$ cat src/rtl/uart_pkg.sv
// uart_pkg: shared UART state encoding and frame constants
package uart_pkg;
    typedef enum logic [1:0] {IDLE, START, DATA, STOP} uart_state_t;
    localparam int DATA_BITS = 8;
    localparam int STOP_BITS = 1;
endpackage

$ cat src/rtl/uart_sync.sv
// uart_sync: two-flop synchronizer with configurable reset value
module uart_sync #(
    parameter logic RESET_VAL = 1'b1
) (
    input  logic _clock,
    input  logic _reset,
    input  logic _d,
    output logic _q
);
    logic meta;
    always_ff @(posedge _clock) begin
        if (_reset) {meta, _q} <= {2{RESET_VAL}};
        else        {meta, _q} <= {_d, meta};
    end
endmodule

$ cat src/rtl/uart_rx.sv
// uart_rx: 8N1 serial receiver with one-deep valid/ready byte output
module uart_rx
    import uart_pkg::*;
#(
    parameter int CLOCKS_PER_BIT = 16
) (
    input  logic       _clock,
    input  logic       _reset,
    input  logic       _ser_in,
    output logic [7:0] _out,
    output logic       _out_valid,
    input  logic       _out_ready,
    output logic       _busy,
    output logic       _frame_err,
    output logic       _overrun
);
    localparam int CNT_W = $clog2(CLOCKS_PER_BIT);
    localparam int IDX_W = $clog2(DATA_BITS);
    localparam logic [CNT_W-1:0] HALF = CNT_W'(CLOCKS_PER_BIT / 2 - 1);
    localparam logic [CNT_W-1:0] FULL = CNT_W'(CLOCKS_PER_BIT - 1);
    localparam logic [IDX_W-1:0] LAST = IDX_W'(DATA_BITS - 1);
    uart_state_t state, state_n;
    logic [CNT_W-1:0] cnt, cnt_n;
    logic [IDX_W-1:0] bit_idx, bit_idx_n;
    logic [7:0] shreg, shreg_n;
    logic rx_s, stop_ok, stop_bad;
    uart_sync #(.RESET_VAL(1'b1)) u_sync (
        ._clock(_clock),
        ._reset(_reset),
        ._d    (_ser_in),
        ._q    (rx_s)
    );
    always_comb begin
        state_n   = state;
        cnt_n     = cnt + 1'b1;
        bit_idx_n = bit_idx;
        shreg_n   = shreg;
        stop_ok   = 1'b0;
        stop_bad  = 1'b0;
        case (state)
            IDLE: begin
                cnt_n   = '0;
                state_n = rx_s ? IDLE : START;
            end
            START: if (cnt == HALF) begin
                cnt_n     = '0;
                bit_idx_n = '0;
                state_n   = rx_s ? IDLE : DATA;
            end
            DATA: if (cnt == FULL) begin
                cnt_n     = '0;
                shreg_n   = {rx_s, shreg[7:1]};
                bit_idx_n = (bit_idx == LAST) ? bit_idx : bit_idx + 1'b1;
                state_n   = (bit_idx == LAST) ? STOP : DATA;
            end
            STOP: if (cnt == FULL) begin
                cnt_n    = '0;
                state_n  = IDLE;
                stop_ok  = rx_s;
                stop_bad = !rx_s;
            end
            default: state_n = IDLE;
        endcase
    end
    // A finished byte loads only if the output slot is empty or being drained this cycle.
    always_ff @(posedge _clock) begin
        if (_reset) begin
            state      <= IDLE;
            cnt        <= '0;
            bit_idx    <= '0;
            shreg      <= '0;
            _out       <= '0;
            _out_valid <= 1'b0;
            _busy      <= 1'b0;
            _frame_err <= 1'b0;
            _overrun   <= 1'b0;
        end else begin
            state      <= state_n;
            cnt        <= cnt_n;
            bit_idx    <= bit_idx_n;
            shreg      <= shreg_n;
            _busy      <= state_n != IDLE;
            _frame_err <= stop_bad;
            _overrun   <= stop_ok && _out_valid && !_out_ready;
            if (stop_ok && (!_out_valid || _out_ready)) begin
                _out       <= shreg;
                _out_valid <= 1'b1;
            end else if (_out_ready) begin
                _out_valid <= 1'b0;
            end
        end
    end
endmodule

$ cat config.mk
export PLATFORM = sky130hd
export DESIGN_NAME = uart_rx
export DESIGN_NICKNAME = d
export VERILOG_FILES = /design/src/rtl/uart_pkg.sv /design/src/rtl/uart_sync.sv /design/src/rtl/uart_rx.sv
export SDC_FILE = /design/constraint.sdc
export NUM_CORES = 1
export LEC_CHECK = 0
export ABC_AREA = 0
export CORE_MARGIN = 2
export CORE_UTILIZATION = 55
export CTS_CLUSTER_SIZE = 12
export DETAILED_ROUTE_END_ITERATION = 7
export GPL_TIMING_DRIVEN = 0
export PLACE_DENSITY = 0.79
export SLEW_MARGIN = 20
export SYNTH_ARGS = -nofsm -noshare
export SYNTH_HDL_FRONTEND = slang
export SYNTH_SLANG_ARGS = --single-unit
$ cat constraint.sdc
create_clock -name _clock -period 3.48 [get_ports _clock]
set_clock_uncertainty 0.05 [all_clocks]
set_input_delay 0.696 -clock _clock [delete_from_list [all_inputs] [get_ports _clock]]
set_output_delay 0.696 -clock _clock [all_outputs]
set_load 0.03 [all_outputs]
# ---- After elaboration in Yosys (flattened, before gate mapping)
# Index checks and enable logic that the tools add are counted.
dict set report totals {
  register_bits 31
  latchBits 0
  mem_bits_rw 0
  rom_bits 0
  mem_count 0
}
dict set report classes {
  add_sub_neg 2
  n_mul 0
  div 0
  order_cmp 0
  eq_ne 9
  shift 0
  mux 18
  bitwise_logic 2
  reduce_logical 15
}
# op count
set op_table {}
lappend op_table {{4-bit one-hot mux with 3 select lines} 1}
lappend op_table {{3-bit two-way mux} 3}
lappend op_table {{2-bit two-way mux} 4}
lappend op_table {{4-bit two-way mux} 2}
lappend op_table {{2-bit one-hot mux with 4 select lines} 1}
lappend op_table {{1-bit two-way mux} 6}
lappend op_table {{2-bit inequality test, second input constant} 3}
lappend op_table {{3-bit one-hot mux with 2 select lines} 1}
lappend op_table {{2-bit nonzero test} 3}
lappend op_table {{4-bit by 1-bit adder with 4-bit output, second input constant} 1}
lappend op_table {{2-bit == test, second input constant} 2}
lappend op_table {{4-bit by 3-bit == test with 1-bit output, second input constant} 1}
lappend op_table {{4-bit == test, second input constant} 1}
lappend op_table {{4-bit AND reduction} 1}
lappend op_table {{3-bit by 1-bit adder with 3-bit output, second input constant} 1}
lappend op_table {{3-bit == test, second input constant} 1}
lappend op_table {{1-bit logical AND} 3}
lappend op_table {{1-bit zero test} 3}
lappend op_table {{3-bit OR reduction} 1}
lappend op_table {{2-bit by 1-bit == test with 1-bit output, second input constant} 1}
lappend op_table {{2-bit zero test} 1}
lappend op_table {{1-bit NOT} 2}
lappend op_table {{2-bit AND reduction} 1}
lappend op_table {{2-bit OR reduction} 1}
lappend op_table {{1-bit logical OR} 1}

# ---- Depth between registers and ports, before layout
# Gate-level depths: netlist of the first run.
dict set report depth {
  word_depth 5
  mapped_depth 5
  depth_no_buf 5
}

# ---- Cells and area by module
# Synthesis of the first run repeated with hierarchy kept, for this count alone.
dict set report unflattened {
  cells_unflattened 149
  hier_area_um2 1445.1
}
# mod n_inst cells_per_inst area_each_um2 seq_area_each_um2
set by_module_without_submodules {}
lappend by_module_without_submodules {uart_rx 1 145 1392.6 580.6}
lappend by_module_without_submodules {uart_sync 1 4 52.6 40.0}

# ---- Worst setup path before layout of the first run
# Ideal clock, no wire load.
dict set report synth_timing {
  kind {flip-flop to flip-flop}
  from {register bit_idx[0]}
  to {register bit_idx[0]}
  arrival_time_ns 1.412
  required_ns 3.309
  setup_slack_ns 1.897
  stages_incl_launch_ff 6
  path_buffers 0
  synth_period_minus_slack_ns 1.583
  cell_sequence {dfxtp_1 -> ha_1 -> ha_1 -> and4bb_2 -> o211a_4 -> mux2_4}
}
dict set report synth_between {
  elab_chain_len 4
}
# element line_no
set synth_lines {}
lappend synth_lines {{start: declaration} uart_rx.sv:24} ;# logic [IDX_W-1:0] bit_idx, bit_idx_n;
lappend synth_lines {{start signal: assignment} uart_rx.sv:80} ;# bit_idx <= bit_idx_n;
lappend synth_lines {{3-bit by 1-bit adder with 3-bit output} uart_rx.sv:53} ;# bit_idx_n = (bit_idx == LAST) ? bit_idx : bit_idx + 1'b1;
lappend synth_lines {{3-bit two-way mux} uart_rx.sv:53}
lappend synth_lines {{3-bit two-way mux} uart_rx.sv:50} ;# DATA: if (cnt == FULL) begin
lappend synth_lines {{3-bit one-hot mux with 2 select lines} uart_rx.sv:40} ;# case (state)
# Parallel ways exist; a longest one is shown, timed or not. The select of a mux whose other input is x is not followed.
# A chain may end at the register's enable or synchronous reset.

# ---- Worst setup path after layout of the first run
dict set report layout_timing {
  from {register _out[2]}
  to {output _out[2]}
}
# element line_no
set layout_lines {}
lappend layout_lines {{start: declaration} uart_rx.sv:10} ;# output logic [7:0] _out,
lappend layout_lines {{start signal: assignment} uart_rx.sv:86} ;# _out <= shreg;
# No word-level cell between the ends.

==> run summary, run 1 <==
Nets = 169
CTS root buf = clkbuf_4
post-cts sizing count = 0
number of flops mapped to enable cells by yosys = 0
WHS = 0.381 ns
Worst Path Buf+Inv = 1
worst r2r path cells = 5
CP Launch Type = register
post-synth cell types = 37
# DRC = 0
#FFs+latches synth = 31
P_int = 0.486 mW
total power = 0.616 mW
crit path cell chain = clkdlybuf4s50_1
num ports = 16
vias = 1,061
crit path max-delay cell type = clkdlybuf4s50_1
VDD IR max = 0.254 mV
final hold vios = 0
DR vias/cell = 5.50
Final Util = 67.4%
DR pass1 iterations = 4
Routed Antenna Nets = 0
Ant. Diodes = 0
Site Rows = 18
clock latency on the worst-skew pair = 0.33 ns
total CTS buffers = 5
Psw = 0.130 mW
slew at the pin closest to its max-slew limit = 0.439 ns
fin worst setup slack = 1.39 ns
Mean Syn Cell Area = 9.77 µm²
Post-Syn Instances = 140
hold crit path type = reg -> reg
clock sink count = 31
Slew HR = 70.8%
minimum clock period = 2.09 ns
unrepaired setup endpoints after global routing = no
area of the multi-input gates = 663 µm²
largest net degree at the start of global routing = 11
Port Buffers = 15
hold depth = 1
layout cells sized above 1 = 14.1%
commonest non-fill, non-tap cell in the layout = dfxtp_1
crit-path leading delay family = buffers and inverters
Crit Path Class = reg -> out
initial core utilization = 56.7%
Post-synth top flop = dfxtp_1
CP max FO = 2
Die Ht = 53.9 µm
Reg power frac = 58.0%
first-pass GRT wire length = 4230 µm
final period utilization = 60.1%
hold_buf cts = 0
total of max-cap violations = 0
commonest cells after routing, fill and taps aside = dfxtp_1 (31), nand2b_1 (19), clkdlybuf4s50_1 (15)
GRT Total Usage = 20.6%
number of H-tree levels = 2
Worst EP arrival = 1.35 ns
Iteration-0 DRC Markers = 21
Layout fillers = 207
Longest Clk Path Bufs = 2
routability cong. = 0.819
vias in the first global route = 972
die area = 2900 µm²
final setup vio count = 0
drt total wl = 2480 µm
Leak = 0.579 nW
Crit path depth = 1
fmax = 478 MHz
Post-DP HPWL = 1760 µm
Layout Area Growth over Synthesis = 18.8%
power per cell area = 380 nW/µm²
critical path's largest stage delay = 0.67 ns
Clock power frac = 38.5%
post-place setup slack = 1.16 ns
wire length per cell = 12.9 µm
yosys warns = 0
Final Max Slew Viols = 0
FFs w/ async S/R, synth = 0%
Sw Share = 21.1%
total setup buffers inserted after CTS = 0
Seq/Total Area, Yosys = 45.4%
Gate power share = 3.5%
Core ar. = 2410 µm²
CP Capture Type = output pin
synthesized cell area = 1370 µm²
grt total ovfl = 0
Worst R2R Setup Slack = 1.80 ns
initial antenna violation count = 0
Mapped Nets = 147
clock slew at reported path FFs = 0.10 ns
outcome = finished, final reports clean
WP data required = 2.73 ns
setup TNS = 0 ns
Die Wd = 53.9 µm
CTS tree = done
register area = 621 µm²
-- path summary, 6_finish.rpt --
path               startpoint    endpoint
setup / recovery      _out[2]     _out[2]
hold / removal    u_sync.meta   u_sync._q
setup reg to reg   bit_idx[0]  bit_idx[0]
hold reg to reg   u_sync.meta   u_sync._q
-- stage by stage --
stage	cell area, µm²	instances
floorplan	1370	140
global placement	1560	185
detailed placement	1560	185
CTS	1620	193
global route	1620	193
finish	1620	193
-- cells in the mapped netlist (all sizes together), types with 3 or more instances --
library cell | number | area share, %
buf | 9 | 4.8
mux2i | 10 | 7.3
ha | 3 | 2.7
a21oi | 9 | 3.3
or2 | 3 | 1.4
o21ai | 9 | 3.3
inv | 3 | 0.82
nand3b | 3 | 1.6
nand2b | 19 | 8.7
nand3 | 11 | 4.0
dfxtp | 31 | 45
nor3 | 4 | 1.5
-- routing by layer --
layer / up-vias / routed length (µm) / share of wire, % / track usage [%]
met1: 501 / 1160 / 47 / 25.0
li1: 528 / - / - / -
met2: 27 / 1120 / 45 / 31.9
met5: - / 0 / 0 / 0
met4: 0 / 53 / 2.1 / 10.7
met3: 5 / 148 / 6.0 / 7.22
-- power groups by stage --
stage | logic (mW) | registers (mW) | clock network, mW
finish | 0.0215 | 0.358 | 0.237
global route | 0.0233 | 0.358 | 0.258
CTS | 0.0214 | 0.358 | 0.241
detailed placement | 0.0213 | 0.366 | 0
global placement | 0.0210 | 0.366 | 0
floorplan | 0.0129 | 0.366 | 0
-- flip-flops by register name, summed over array words and instances (netlist names) --
signal,flops
_frame_err,1
_busy,1
shreg,8
cnt,4
_overrun,1
_out_valid,1
_out,8
u_sync._q,1
u_sync.meta,1
bit_idx,3
state,2
-- kinds of logic after synthesis --
logic type      share of synthesized area, %
fa+ha+maj                               2.75
mux                                     8.42
simple gates                            24.5
xor+xnor                                1.28
flops                                   45.4
compound gates                          11.5
buf+inv                                 6.13
-- area by class of cell --
class | count | area share (%)
multi-input combinational | 95 | 40.8
sequential | 31 | 38.2
timing repair buffer | 15 | 9.24
buffer | 11 | 4.47
clock buffer | 8 | 4.24
tap | 30 | 2.31
inverter | 3 | 0.693
No activity file was read; power rests on OpenSTA's default activity.
==> inputs of run 2 (changes only) <==
Settings changed: CORE_UTILIZATION 55 to 49, PLACE_DENSITY 0.79 to 0.74.
Clock period 3.48 ns to 1.7 ns, I/O delays scaled along.
==> run summary, run 2 (synthesis gave the netlist of run 1 again) <==
clock latency on the worst-skew pair = 0.33 ns (about the same)
total power = 1.38 mW (+120%)
Port Buffers = 15 (unchanged)
outcome = finished, final reports clean
# DRC = 0 (unchanged)
number of H-tree levels = 2 (unchanged)
final setup vio count = 0 (unchanged)
total of max-cap violations = 0 (unchanged)
Routed Antenna Nets = 0 (unchanged)
initial core utilization = 50.5% (-6.3 points)
Die Wd = 56.8 µm (+5.5%)
vias in the first global route = 1,002 (+3.1%)
num ports = 16 (unchanged)
Cell Count, Final, Fillers Out = 195 (+1.0%)
CP max FO = 3 (+1)
hold crit path type = reg -> reg
first-pass GRT wire length = 4370 µm (+3.4%)
final hold vios = 0 (unchanged)
Leak = 0.649 nW (+12%)
routability cong. = 0.821 (+0.22%)
clock slew at reported path FFs = 0.10 ns (about the same)
fin worst setup slack = 0.0762 ns (-1.31 ns)
Layout Area Growth over Synthesis = 22.0%
fmax = 616 MHz
crit path max-delay cell type = dfxtp_2
grt total ovfl = 0 (unchanged)
CP Capture Type = register
Longest Clk Path Bufs = 2 (unchanged)
Worst EP arrival = 1.81 ns (+0.46 ns)
critical path's largest stage delay = 0.36 ns (-0.31 ns)
largest net degree at the start of global routing = 11 (unchanged)
hold path start = u_sync.meta
GRT Total Usage = 17.9% (-2.6 points)
DR vias/cell = 5.52 (+0.47%)
Nets = 170 (+0.59%)
DR pass1 iterations = 4 (unchanged)
total CTS buffers = 5 (unchanged)
Core ar. = 2710 µm² (+12%)
unrepaired setup endpoints after global routing = no
Largest regs = _out x8, shreg x8, cnt x4
CTS tree = done
Worst setup startpoint = bit_idx[0]
layout cells sized above 1 = 18.3% (+4.2 points)
CTS root buf = clkbuf_4
final period utilization = 95.5%
drt total wl = 2640 µm (+6.4%)
wire length per cell = 13.5 µm (+5.3%)
initial antenna violation count = 0 (unchanged)
vias = 1,077 (+1.5%)
dpl cells = 186 (+0.54%)
Site Rows = 19 (+1)
dpl cell area = 1560 µm² (about the same)
commonest cells after routing, fill and taps aside = dfxtp_1 (30), nand2b_1 (19), dlygate4sd2_1 (12)
Ant. Diodes = 0 (unchanged)
clock sink count = 31 (unchanged)
Final Max Slew Viols = 0 (unchanged)
Layout fillers = 236 (+14%)
Crit Path Class = reg -> reg
die area = 3230 µm² (+11%)
WP data required = 1.88 ns (-0.85 ns)
RR Startpoint = bit_idx[0]
power per cell area = 830 nW/µm² (+120%)
Die Ht = 56.8 µm (+5.5%)
slew at the pin closest to its max-slew limit = 0.387 ns (-0.0517 ns)
VDD IR max = 0.633 mV (+150%)
crit path cell chain = ha_2 -> ha_4 -> and4bb_2 -> o211a_4 -> mux2_4
Iteration-0 DRC Markers = 42 (+100%)
CP Launch Type = register
hold_buf cts = 0 (unchanged)
Slew HR = 74.2% (+3.4 points)
minimum clock period = 1.62 ns
fin area = 1670 µm² (+2.7%)
Post-DP HPWL = 1770 µm (+0.74%)
commonest non-fill, non-tap cell in the layout = dfxtp_1
post-place setup slack = -0.277 ns (-1.44 ns)
-- run 2: changes by cell type in the layout (fill, tap and decap cells not counted), moves of 2 or more --
cell	previous run	this run
ha_2	0	2
clkbuf_1	3	1
ha_1	3	0
dlygate4sd2_1	0	12
clkdlybuf4s50_1	15	3
-- run 2: where the power goes --
part           total, mW  switching, mW  internal [mW]
registers          0.732        0.00250          0.730
logic             0.0437         0.0211         0.0225
clock network      0.608          0.261          0.347
-- run 2: final timing paths --
path / endpoint / slack, ns / cells after the start
worst max-delay path: bit_idx[0] / 0.08 / 5
worst min register to register: u_sync._q / 0.39 / 1
worst min-delay path: u_sync._q / 0.39 / 1
worst max register to register: bit_idx[0] / 0.08 / 5
-- run 2: layout make-up --
cell class,count,area [µm²],area share [%]
clock inverter,2,35.0,2.10
multi-input combinational,95,681,40.8
buffer,11,73.8,4.43
sequential,31,622,37.3
tap,31,38.8,2.33
clock buffer,6,51.3,3.08
timing repair buffer,16,155,9.30
inverter,3,11.3,0.675
-- run 2: per-stage QoR --
stage | TNS, ns | utilization [%] | hold WS (ns)
after detailed placement | -3.18 | 57.4 | 0.350
after floorplan | 0 | - | 0.339
after global placement | -2.72 | 57.4 | 0.349
after global routing | 0 | 61.5 | 0.411
final | 0 | 61.5 | 0.391
after CTS | 0 | 60.1 | 0.372
-- run 2: timing repair --
item	4_1_cts	5_1_grt
setup endpoints to repair	12	18
buffers inserted	0	1
pin swaps	0	1
resized for setup	12	7
endpoints found under the hold margin	0	0
-- run 2: critical path: cells and delay by family, from the launching register on --
| family | cells | cell delay (ns) |
|---|---|---|
| compound gates | 1 | 0.27 |
| fa+ha+maj | 2 | 0.32 |
| flops | 1 | 0.36 |
| mux | 1 | 0.29 |
| simple gates | 1 | 0.24 |
-- run 2: layer usage --
layer  GRT usage [%]  wire length (µm)  share of wire, %
met5               0                 0                 0
met4            10.6                67               2.5
met3            6.91               128               4.8
met2            26.2              1270                48
met1            22.2              1180                45
==> inputs of run 3 (changes only) <==
Settings changed: CTS_CLUSTER_SIZE 12 to not set, SLEW_MARGIN 20 to not set.
==> results of run 3 <==
Same layout as run 2: the final DEF is identical, and so are final timing and power.
